`config.mk`:
```
export PLATFORM = sky130hd
export DESIGN_NAME = asyn_fifo_wctrl
export DESIGN_NICKNAME = d
export VERILOG_FILES = /design/src/rtl/asyn_fifo_pkg.sv /design/src/rtl/gray2bin_conv.sv /design/src/rtl/asyn_fifo_wctrl.sv
export SDC_FILE = /design/constraint.sdc
export NUM_CORES = 1
export LEC_CHECK = 0
export ABC_AREA = 0
export CORE_MARGIN = 1.5
export CORE_UTILIZATION = 45
export DETAILED_ROUTE_END_ITERATION = 10
export GPL_TIMING_DRIVEN = 1
export PLACE_DENSITY = 0.8
export SLEW_MARGIN = 25
export SYNTH_ARGS = -nofsm -noshare
export SYNTH_HDL_FRONTEND = slang
export SYNTH_SLANG_ARGS = --single-unit
```
`constraint.sdc`:
```
create_clock -name wclk -period 7.2 [get_ports wclk]
set_input_delay 2.16 -clock wclk [delete_from_list [all_inputs] [get_ports wclk]]
set_output_delay 2.16 -clock wclk [all_outputs]
set_load 0.01 [all_outputs]
```
`src/rtl/asyn_fifo_pkg.sv`:
```
// Gray/binary pointer helpers shared by the write- and read-side FIFO controllers.
// Functions work at a fixed maximum width; narrower pointers are zero-extended.
package asyn_fifo_pkg;

   localparam int unsigned MAX_W = 13;

   function automatic logic [MAX_W-1:0] bin2gray(input logic [MAX_W-1:0] b);
      return b ^ (b >> 1);
   endfunction

   // Zero-extended upper bits leave the prefix XOR unaffected.
   function automatic logic [MAX_W-1:0] gray2bin(input logic [MAX_W-1:0] g);
      logic [MAX_W-1:0] b;
      b[MAX_W-1] = g[MAX_W-1];
      for (int i = int'(MAX_W) - 2; i >= 0; i--) begin
         b[i] = b[i+1] ^ g[i];
      end
      return b;
   endfunction

endpackage

```
`src/rtl/gray2bin_conv.sv`:
```
// Combinational Gray-to-binary converter (MSB-first XOR prefix), shared with the read side.
module gray2bin_conv #(
   parameter int unsigned W = 4
) (
   input  logic [W-1:0] gray_i,
   output logic [W-1:0] bin_o
);

   always_comb begin
      bin_o      = '0;
      bin_o[W-1] = gray_i[W-1];
      for (int i = int'(W) - 2; i >= 0; i--) begin
         bin_o[i] = bin_o[i+1] ^ gray_i[i];
      end
   end

endmodule

```
`src/rtl/asyn_fifo_wctrl.sv`:
```
// Write-domain pointer/flag controller for the asynchronous FIFO: Gray pointer export,
// full / almost-full detection, free-entry count and sticky overflow.
module asyn_fifo_wctrl
   import asyn_fifo_pkg::*;
#(
   parameter int unsigned ADDR_SIZE = 3,
   parameter int unsigned AF_THRESH = (1 << ADDR_SIZE) - 2
) (
   input  logic                 wclk,
   input  logic                 wrst,
   input  logic                 wpush,
   input  logic [ADDR_SIZE:0]   sync_rptr,
   input  logic                 wovf_clr,
   output logic                 wen,
   output logic [ADDR_SIZE-1:0] waddr,
   output logic [ADDR_SIZE:0]   wptr,
   output logic                 wfull,
   output logic                 walmost_full,
   output logic [ADDR_SIZE:0]   wfree_cnt,
   output logic                 woverflow
);

   localparam int unsigned PW    = ADDR_SIZE + 1;
   localparam int unsigned DEPTH = 1 << ADDR_SIZE;

   logic [PW-1:0] wbin_q, wbin_d;
   logic [PW-1:0] wptr_q, wgray_d;
   logic [PW-1:0] wfree_q, wfree_d;
   logic [PW-1:0] rbin, used_d, full_ref;
   logic          wfull_q, wfull_d;
   logic          waf_q, waf_d;
   logic          wovf_q, wovf_d;

   gray2bin_conv #(.W(PW)) u_rptr_g2b (
      .gray_i (sync_rptr),
      .bin_o  (rbin)
   );

   assign wen = wpush & ~wfull_q;

   // Next pointer and flags, all derived from the post-increment pointer so flags never lag a write.
   always_comb begin
      wbin_d   = wbin_q + PW'(wen);
      wgray_d  = PW'(bin2gray(MAX_W'(wbin_d)));
      full_ref = {~sync_rptr[ADDR_SIZE:ADDR_SIZE-1], sync_rptr[ADDR_SIZE-2:0]};
      wfull_d  = (wgray_d == full_ref);
      used_d   = wbin_d - rbin;
      wfree_d  = PW'(DEPTH) - used_d;
      waf_d    = (32'(used_d) >= AF_THRESH);
      wovf_d   = wovf_q;
      if (wovf_clr)
         wovf_d = 1'b0;
      if (wpush & wfull_q)
         wovf_d = 1'b1;
   end

   always_ff @(posedge wclk) begin
      if (wrst) begin
         wbin_q  <= '0;
         wptr_q  <= '0;
         wfull_q <= 1'b0;
         wfree_q <= PW'(DEPTH);
         waf_q   <= 1'b0;
         wovf_q  <= 1'b0;
      end else begin
         wbin_q  <= wbin_d;
         wptr_q  <= wgray_d;
         wfull_q <= wfull_d;
         wfree_q <= wfree_d;
         waf_q   <= waf_d;
         wovf_q  <= wovf_d;
      end
   end

   assign waddr        = wbin_q[ADDR_SIZE-1:0];
   assign wptr         = wptr_q;
   assign wfull        = wfull_q;
   assign walmost_full = waf_q;
   assign wfree_cnt    = wfree_q;
   assign woverflow    = wovf_q;

endmodule
```
==> flow_summary.yaml <==
critical_path:
  cpLargestDelayFamily: "buffers and inverters"
  crit_top_cell: "clkdlybuf4s50_1"
  cp_cell_sequence: "clkdlybuf4s50_1 -> nor2b_1 -> clkdlybuf4s50_1"
  required_ns: 5.04
  arrival_ns: 3.35
  critical_path_class: "in2out"
  critPathBufInv: 2
  cp-end-kind: "output port"
  worst-r2r-cell-count: 9
  crit_path_max_incr_delay_ns: 0.55
  worstSetupStartpointType: "input port"
  crit_path_top_delay_cell: "clkdlybuf4s50_1"
  path_max_fanout: 2
  crit_cells: 3
  r2r_setup_slack_ns: 4.68
floorplanning:
  die_w_microns: 42.99
  start_util: 0.4776
  core-area_sq_mm: 0.001506
  io_pins: 23
  die_h_microns: 42.99
  die_area_sq_mm: 0.001848
  fp-row-count: 14
routing:
  num_vias: 511
  wirelength_microns: 1118
  vias_per_cell: 4.776
  wl_per_cell_microns: 10.45
  first_iter_violations: 4
  first_pass_iters: 2
  drc_errors: 0
  postRouteAntennaNets: 0
clocking:
  cts.repair.resized: 0
  insertion_delay_ns: 0.28
  path_clk_slew_ns: 0.08
  cts_tree: "yes"
  postCtsHoldBufs: 0
  numCtsBuffers: 3
  cts_setup_buffers: 0
  clock-root-buffer: "clkbuf_4"
  clk_path_buf_depth: 2
  clock_sinks: 14
  h-tree-depth: 1
worst_hold_path:
  hp-class: "reg2reg"
  min_delay_path_depth: 2
global_route:
  use_met3: 0.02553
  antenna_found_initial: 0
  gr-total-overflow: 0
  grt_pass1_wl_microns: 1807
  grt.total_usage: 0.1357
  use_met1: 0.1760
  grt_pass1_vias: 430
  grt_max_degree: 15
  grt_use_met2: 0.2121
  busiest_layer: "met2"
timing:
  fin_crit_sh: 0.7656
  finalSetupViolations: 0
  max_clock_freq_ghz: 0.1814
  worst_pin_slew_ns: 0.4846
  slew_headroom: 0.6759
  hold_viol_final: 0
  final-max-slew-violation-count: 0
  whs_ns: 0.4735
  fin_skew_ns: 0.001455
  fin_tns_setup_ns: 0
  post-route-min-period_ns: 5.512
  rsz0062_at_grt: "no"
synth:
  syn-cell-area_sq_um: 719.4
  yosys-top-cells-count: "dfxtp_1 (14), nor2_1 (8), ha_1 (7), xnor2_1 (7), xor2_1 (6)"
  ys_seq_area_frac: 0.3896
  synthArstFlopShare: 0
  synth_most_common_cell: "dfxtp_1"
  ys.flop_type: "dfxtp_1"
  synth_cells: 66
  synth_top_cell_area_share: 0.3896
  synth_edf_count: 0
  yosys_register_bits: 14
  syn-num-nets: 82
  synthTopCellsByArea: "dfxtp_1 (39%), ha_1 (12%), xnor2_1 (8.5%)"
  yosysWarnings: 0
  synth_cell_types: 23
  yosysTopAreaCell: "dfxtp_1"
  synth_area_per_cell_sq_um: 10.90
power:
  cellLeakagePower_nw: 0.4311
  vdd_ir_drop_max_mv: 0.1867
  p_total_mw: 0.2633
  power_density_mw_per_mm2: 265.4
placement:
  io_buffers: 22
  gp_congestion: 0.7613
  dp_hpwl_microns: 879.2
finish:
  nets: 108
  drive_gt1_frac: 0.08791
  antenna_cells: 0
  area_growth_pct: 37.91
flow_run:
  drv_cap: 0
run_status:
  outcome: "complete, no violations"
registers in the layout, indices dropped and copies added, names as in the netlist:
| register | cells |
|---|---|
| wfull | 1 |
| woverflow | 1 |
| wbin_q | 4 |
| walmost_full | 1 |
| wptr | 3 |
| wfree_cnt | 4 |
layout by cell type, fill, tap and decap left out, types with 2 or more instances in the layout:
cell type        instances
xnor2_1                  7
nand2b_1                 2
ha_1                     7
nor2b_1                  3
clkdlybuf4s50_1         22
inv_1                    3
dfxtp_1                 14
a21oi_1                  2
nor2_1                   8
clkbuf_4                 3
xor2_1                   6
metrics by stage:
step / instance area (sq um) / cells / setup WS [ns] / util
after floorplan: 719.4 / 66 / 2.642 / -
after global placement: 955.9 / 103 / 1.700 / 0.6346
after detailed placement: 955.9 / 103 / 1.689 / 0.6346
after CTS: 992.2 / 107 / 1.679 / 0.6586
after global routing: 992.2 / 107 / 1.620 / 0.6586
final: 992.2 / 107 / 1.688 / 0.6586
power by group:
part / internal [mW] / leakage [nW] / switching [mW]
combinational: 0.0628 / 0.295 / 0.0479
sequential: 0.0920 / 0.115 / 0.00409
clock: 0.0308 / 0.0210 / 0.0257
total: 0.186 / 0.431 / 0.0777
layout make-up:
class	instances	area, sq um
multi-input cells	48	424.2
inverters	3	11.26
fillers	126	514.2
flip-flops and latches	14	280.3
well taps	16	20.02
repair buffers	22	220.2
clock buffers	4	36.28
routing by layer:
layer / up-vias / wire length (microns)
li1: 268 / -
met1: 225 / 480
met2: 16 / 549
met3: 2 / 65
met4: 0 / 23
met5: - / 0
final timing paths:
check	from	to
hold reg to reg	woverflow$_SDFFE_PP0P_	woverflow$_SDFFE_PP0P_
setup / recovery	wpush	wen
hold / removal	woverflow$_SDFFE_PP0P_	woverflow$_SDFFE_PP0P_
setup reg to reg	wfull$_SDFF_PP0_	wfree_cnt[3]$_SDFF_PP1_
kinds of logic after synthesis:
| family | synth area share |
|---|---|
| compound gates | 0.06087 |
| simple gates | 0.1304 |
| fa+ha+maj | 0.1496 |
| xor+xnor | 0.2487 |
| buf+inv | 0.02086 |
| flops | 0.3896 |
worst min-delay path: cells and delay by family (launching register included):
| family | cells | cell delay [ns] |
|---|---|---|
| flip-flops | 1 | 0.31 |
| AO/OA/AOI/OAI | 1 | 0.05 |
| AND/OR/NAND/NOR | 1 | 0.06 |
No activity file was read; power rests on OpenSTA's default activity.
